$ cat config.mk
export PLATFORM = sky130hd
export DESIGN_NAME = nonce_dispatcher
export DESIGN_NICKNAME = d
export VERILOG_FILES = /design/src/rtl/nonce_pkg.sv /design/src/rtl/nonce_step_counter.sv /design/src/rtl/nonce_dispatcher.sv
export SDC_FILE = /design/constraint.sdc
export NUM_CORES = 1
export LEC_CHECK = 0
export CORE_ASPECT_RATIO = 1.1
export CORE_UTILIZATION = 56
export DETAILED_ROUTE_END_ITERATION = 10
export GPL_TIMING_DRIVEN = 0
export PLACE_DENSITY = 0.92
export SYNTH_ARGS = -nofsm -noshare
export SYNTH_HDL_FRONTEND = slang
export SYNTH_SLANG_ARGS = --single-unit
export TNS_END_PERCENT = 5
$ cat constraint.sdc
create_clock -name clk -period 4.7 [get_ports clk]
set_input_delay 0.94 -clock clk [delete_from_list [all_inputs] [get_ports clk]]
set_output_delay 0.94 -clock clk [all_outputs]
set_load 0.005 [all_outputs]
$ cat src/rtl/nonce_pkg.sv
// Shared nonce types and helpers for the dispatcher and the downstream extractor.
package nonce_pkg;

    typedef logic [31:0] nonce_t;

    typedef enum logic [1:0] {
        IDLE  = 2'd0,
        FIRST = 2'd1,
        SWEEP = 2'd2
    } dispatch_state_t;

    // 33-bit sum so a step past the top of the nonce space is visible as a carry.
    function automatic logic [32:0] next_base(input nonce_t base, input nonce_t step);
        return {1'b0, base} + {1'b0, step};
    endfunction

endpackage

$ cat src/rtl/nonce_step_counter.sv
// Base-nonce accumulator: clear to 0, add STEP on enable, and flag when the
// beat after next would reach or pass 2^NONCE_BITS.
module nonce_step_counter
    import nonce_pkg::*;
#(
    parameter int unsigned STEP       = 10,
    parameter int unsigned NONCE_BITS = 32
) (
    input  logic   clk,
    input  logic   rst,
    input  logic   clr,
    input  logic   en,
    output nonce_t base,
    output logic   next_at_limit
);

    localparam logic [32:0] LIMIT  = 33'd1 << NONCE_BITS;
    localparam nonce_t      STEP_C = nonce_t'(STEP);

    nonce_t      base_r;
    logic [32:0] sum_s;
    logic [32:0] sum2_s;

    // Accumulator register; holds its value when neither clear nor enable is set.
    always_ff @(posedge clk) begin
        if (rst) begin
            base_r <= 32'd0;
        end else if (clr) begin
            base_r <= 32'd0;
        end else if (en) begin
            base_r <= sum_s[31:0];
        end
    end

    // sum2 only matters when sum itself is still inside the space, so its low word suffices.
    always_comb begin
        sum_s         = next_base(base_r, STEP_C);
        sum2_s        = next_base(sum_s[31:0], STEP_C);
        next_at_limit = (sum2_s >= LIMIT);
    end

    assign base = base_r;

endmodule

$ cat src/rtl/nonce_dispatcher.sv
// Issue side of the nonce protocol: emits newblock/valid beats of NUMPROCESSORS nonces.
// Optional success abort enabled by defining NONCE_DISPATCHER_SUCCESS_ABORT_EN.
module nonce_dispatcher
    import nonce_pkg::*;
#(
    parameter int unsigned NUMPROCESSORS = 10,
    parameter int unsigned NONCE_BITS    = 32
) (
    input  logic        clk,
    input  logic        rst,
    input  logic        start_i,
    input  logic        hold_i,
    input  logic        success_i,
    output logic        valid_o,
    output logic        newblock_o,
    output logic [31:0] nonce_base_o,
    output logic        last_o,
    output logic        busy_o,
    output logic        exhausted_o
);

    localparam logic [32:0] LIMIT         = 33'd1 << NONCE_BITS;
    localparam logic        FIRST_IS_LAST = (33'(NUMPROCESSORS) >= LIMIT);

`ifdef NONCE_DISPATCHER_SUCCESS_ABORT_EN
    localparam logic ABORT_EN = 1'b1;
`else
    localparam logic ABORT_EN = 1'b0;
`endif

    dispatch_state_t state_r, state_s;
    logic valid_r, valid_s;
    logic newblock_r, newblock_s;
    logic last_r, last_s;
    logic busy_r, busy_s;
    logic exhausted_r, exhausted_s;
    logic clr_s, en_s, abort_s;
    logic next_at_limit_s;
    nonce_t base_s;

    nonce_step_counter #(
        .STEP       (NUMPROCESSORS),
        .NONCE_BITS (NONCE_BITS)
    ) u_cnt (
        .clk           (clk),
        .rst           (rst),
        .clr           (clr_s),
        .en            (en_s),
        .base          (base_s),
        .next_at_limit (next_at_limit_s)
    );

    // Next-state and next-beat decision; start has priority over abort and sweep progress.
    always_comb begin
        state_s     = state_r;
        valid_s     = 1'b0;
        newblock_s  = 1'b0;
        last_s      = 1'b0;
        exhausted_s = exhausted_r;
        clr_s       = 1'b0;
        en_s        = 1'b0;
        abort_s     = success_i & ABORT_EN;
        if (start_i) begin
            exhausted_s = 1'b0;
            clr_s       = 1'b1;
            if (hold_i) begin
                state_s = FIRST;
            end else begin
                state_s    = SWEEP;
                valid_s    = 1'b1;
                newblock_s = 1'b1;
                last_s     = FIRST_IS_LAST;
            end
        end else if (abort_s && (state_r != IDLE)) begin
            state_s = IDLE;
        end else begin
            case (state_r)
                IDLE: begin
                    state_s = IDLE;
                end
                FIRST: begin
                    if (!hold_i) begin
                        state_s    = SWEEP;
                        clr_s      = 1'b1;
                        valid_s    = 1'b1;
                        newblock_s = 1'b1;
                        last_s     = FIRST_IS_LAST;
                    end else begin
                        state_s = FIRST;
                    end
                end
                SWEEP: begin
                    // The beat on the outputs was the last one: retire the sweep.
                    if (last_r) begin
                        state_s     = IDLE;
                        exhausted_s = 1'b1;
                    end else if (!hold_i) begin
                        en_s    = 1'b1;
                        valid_s = 1'b1;
                        last_s  = next_at_limit_s;
                    end else begin
                        state_s = SWEEP;
                    end
                end
                default: begin
                    state_s = IDLE;
                end
            endcase
        end
        busy_s = (state_s != IDLE);
    end

    // State and registered outputs.
    always_ff @(posedge clk) begin
        if (rst) begin
            state_r     <= IDLE;
            valid_r     <= 1'b0;
            newblock_r  <= 1'b0;
            last_r      <= 1'b0;
            busy_r      <= 1'b0;
            exhausted_r <= 1'b0;
        end else begin
            state_r     <= state_s;
            valid_r     <= valid_s;
            newblock_r  <= newblock_s;
            last_r      <= last_s;
            busy_r      <= busy_s;
            exhausted_r <= exhausted_s;
        end
    end

    assign valid_o      = valid_r;
    assign newblock_o   = newblock_r;
    assign last_o       = last_r;
    assign busy_o       = busy_r;
    assign exhausted_o  = exhausted_r;
    assign nonce_base_o = base_s;

endmodule

==> results.md <==
- Synthesized area per cell: around 8.0 um^2
- Layout cells sized above 1: 7.385%
- Synthesized flop and latch total: 38
- Top_reg_cell synth: dfxtp_1
- Area delta synth->final: 23.95%
- RSZ-0062 raised after global routing: false
- CTS tree: yes
- Grt ovf: 0
- Hold buffer count at CTS: 0
- Total die area: approximately 0.0042 mm^2
- Async SR Flop Fraction: 0%
- Crit-path max FO: 10
- Sink Count: 38
- Clock buffer depth: 2
- Initial antenna violation count: 0
- Worst Max-Slew Pin Slew: approximately 640 ps
- Largest net degree at the start of global routing: 12
- CP cell instances: clkdlybuf4s50_1, nor4b_4, nand2b_1, nor3_1, nand3_1, xor2_1, nor2_1
- YS warnings: 0
- Placed cell area: about 0.0027 mm^2
- Hpwl dp: ~3.8 mm
- Seq/Total Area, Yosys: roughly a third
- Worst EP arrival: between 3000 and 4000 ps
- Mapped Cells: between 200 and 300
- Yosys cell types: between 40 and 50
- Via Count: 2163
- Crit end category: flop
- Data required, critical path: around 4900 ps
- I/O pin cnt: 42
- Via/cell ratio: about 5.8
- Hold Path Class: reg2reg
- H-tree levels: 2
- Min Tclk post-route: between 3000 and 4000 ps
- Core area: roughly 0.0037 mm^2
- Worst-Skew Late Latency: ~290 ps
- VDD IR-drop max: 0.2002 mV
- GRT Total Usage: about a quarter
- Num CTS Buffers: 5
- Status: finished, final reports clean
- Final hold vios: 0
- Critical-path cell with the highest stage delay: nor4b_4
- Post-Syn Area: 0.002231 mm^2
- PortBufs: 38
- Initial Utilization: 59.63%
- Chip Width: between 60 and 70 um
- Crit Path Class: in2reg
- GP Congestion: about 0.95
- Period utilization: approximately 64%
- Number of remaining DRC errors: 0
- Yosys top cell area share: 34.10%
- Final Max Tran Viols: 0
- Vias in the first global route: 1821
- Post-synth EDFFs: 0
- Layout Cells excl Fill: ~380
- Max-cap violation count: 0
- Layout Nets: 333
- Critical path's largest stage delay: around 600 ps
- DR iter-0 viols: 150
- Leading area contributor after synthesis: dfxtp_1
- Final instance area: roughly 0.0028 mm^2
- Leak: roughly 0.86 nW
- FP Rows: 23
- Syn Nets: between 200 and 300
- Die Height: between 60 and 70 um
- First-pass GRT wire length: around 8.5 mm
- PwrDens: between 200 and 250 mW/mm^2
- DRT antenna net count: 0
- Dpl cells: about 370
- Setup violations, final: 0
- Rel. slew slack: about 57%
- Post-DR wirelength/cell: around 14 um
- Top cells by area, synth: dfxtp_1, xnor2_1, nor2_1
- Final wirelength: 5.321 mm
- Clock root cell: clkbuf_8
- Post-CTS Setup Inserts: 0
- CP Launch Type: input port
- Clk_skew: roughly 2.1 ps
- Initial DRT Pass Iterations: 4
- Post-CTS resize count: 0
- Max Clock Freq: 332.2 MHz
- Min Hold Slack: between 500 and 600 ps
- Setup TNS: 0 ps
- Fin util: 73.91%
- ANT cells: 0
- Worst-path clk slew: around 70 ps
[cell families after synthesis]
family | share of synthesized area, %
muxes | 0.4487
buffers and inverters | 4.768
and+or+nand+nor | 32.25
xor gates and xnor gates | 14.53
adders and majority gates | 2.243
AOI/OAI and AO/OA | 11.50
DFF | 34.10
other | 0.1681
[cell usage after synthesis (all sizes together), types with 2 or more instances]
master	count
nor4	13
buf	8
and3	2
xnor2	25
nand2	18
nor3b	2
nor3	10
o21bai	2
nor2b	4
ha	4
nand2b	3
xor2	12
or3	6
a31oi	2
a211oi	5
o2111ai	4
clkbuf	7
nand4	9
nand3	15
inv	10
a21oi	14
o21ai	7
dfxtp	38
nor2	46
[state kept, by name (all words and copies together), names as in the netlist]
name / flops
u_cnt.base: 31
state_r: 2
busy_o: 1
exhausted_o: 1
last_o: 1
newblock_o: 1
valid_o: 1
[layout make-up]
class	instances	area [um^2]
multi-input cells	216	1364
fillers	307	975.9
flip-flops and latches	38	760.7
repair buffers	38	380.4
clock buffers	7	86.33
plain buffers	15	68.82
well taps	50	62.56
inverters	10	37.54
clock inverters	1	5.005
[path summary, 6_finish.rpt]
| kind | startpoint | to | slack, ps | depth (start not counted) |
|---|---|---|---|---|
| worst max-delay path | start_i | u_cnt.base[12]$_SDFFE_PP0P_ | 1690 | 7 |
| worst min-delay path | exhausted_o$_SDFFE_PP0P_ | exhausted_o$_SDFFE_PP0P_ | 520 | 2 |
| worst max register to register | u_cnt.base[1]$_SDFFE_PP0P_ | u_cnt.base[31]$_SDFFE_PP0P_ | 2150 | 8 |
| worst min register to register | exhausted_o$_SDFFE_PP0P_ | exhausted_o$_SDFFE_PP0P_ | 520 | 2 |
[cells in the final DEF, fill, tap and decap left out, types with 2 or more instances in the layout]
master / Yosys / final
nor2_1: 46 / 46
o2111ai_1: 3 / 3
a31oi_1: 2 / 2
o21bai_1: 2 / 2
and3_1: 2 / 2
clkbuf_1: 7 / 8
ha_1: 4 / 4
dfxtp_1: 38 / 38
clkdlybuf4s50_1: 0 / 38
nand2_1: 18 / 18
or3_1: 4 / 4
xor2_1: 12 / 12
nor4_1: 12 / 12
nor2b_1: 4 / 4
a21oi_1: 13 / 13
xnor2_1: 25 / 25
nand2b_1: 3 / 3
nand4_1: 8 / 8
inv_1: 10 / 10
nand3_1: 14 / 14
clkbuf_8: 0 / 6
o21ai_0: 7 / 7
a211oi_1: 5 / 5
nor3b_1: 2 / 2
buf_2: 7 / 7
nor3_1: 10 / 10
[stage by stage]
step,total power [mW],worst slack [ps]
floorplan,0.3490,2217
global placement,0.3591,1431
detailed placement,0.3602,1415
CTS,0.5885,1708
global route,0.6038,1531
finish,0.5864,1689
[per-layer routing]
layer / share of wire, % / wire length (um) / vias to the layer above / track usage (%)
met5: 0 / 0 / - / 0
met1: 44 / 2341 / 1006 / 31.26
met3: 6.3 / 337 / 14 / 3.333
met2: 47 / 2499 / 80 / 43.96
met4: 2.7 / 142 / 0 / 14.83
li1: - / - / 1063 / -
[worst max-delay path, delay by kind of cell]
family / cells / cell delay [ps]
buffers and inverters: 1 / 550
AND/OR/NAND/NOR: 5 / 1540
XOR/XNOR: 1 / 160
[report_power, final]
part           internal, mW  switching, mW  leakage, nW  total (mW)
combinational        0.0106         0.0167        0.501      0.0273
clock                 0.118          0.115       0.0482       0.233
sequential            0.324        0.00129        0.307       0.326
total                 0.453          0.133        0.856       0.586
(Power assumes the default switching activity.)
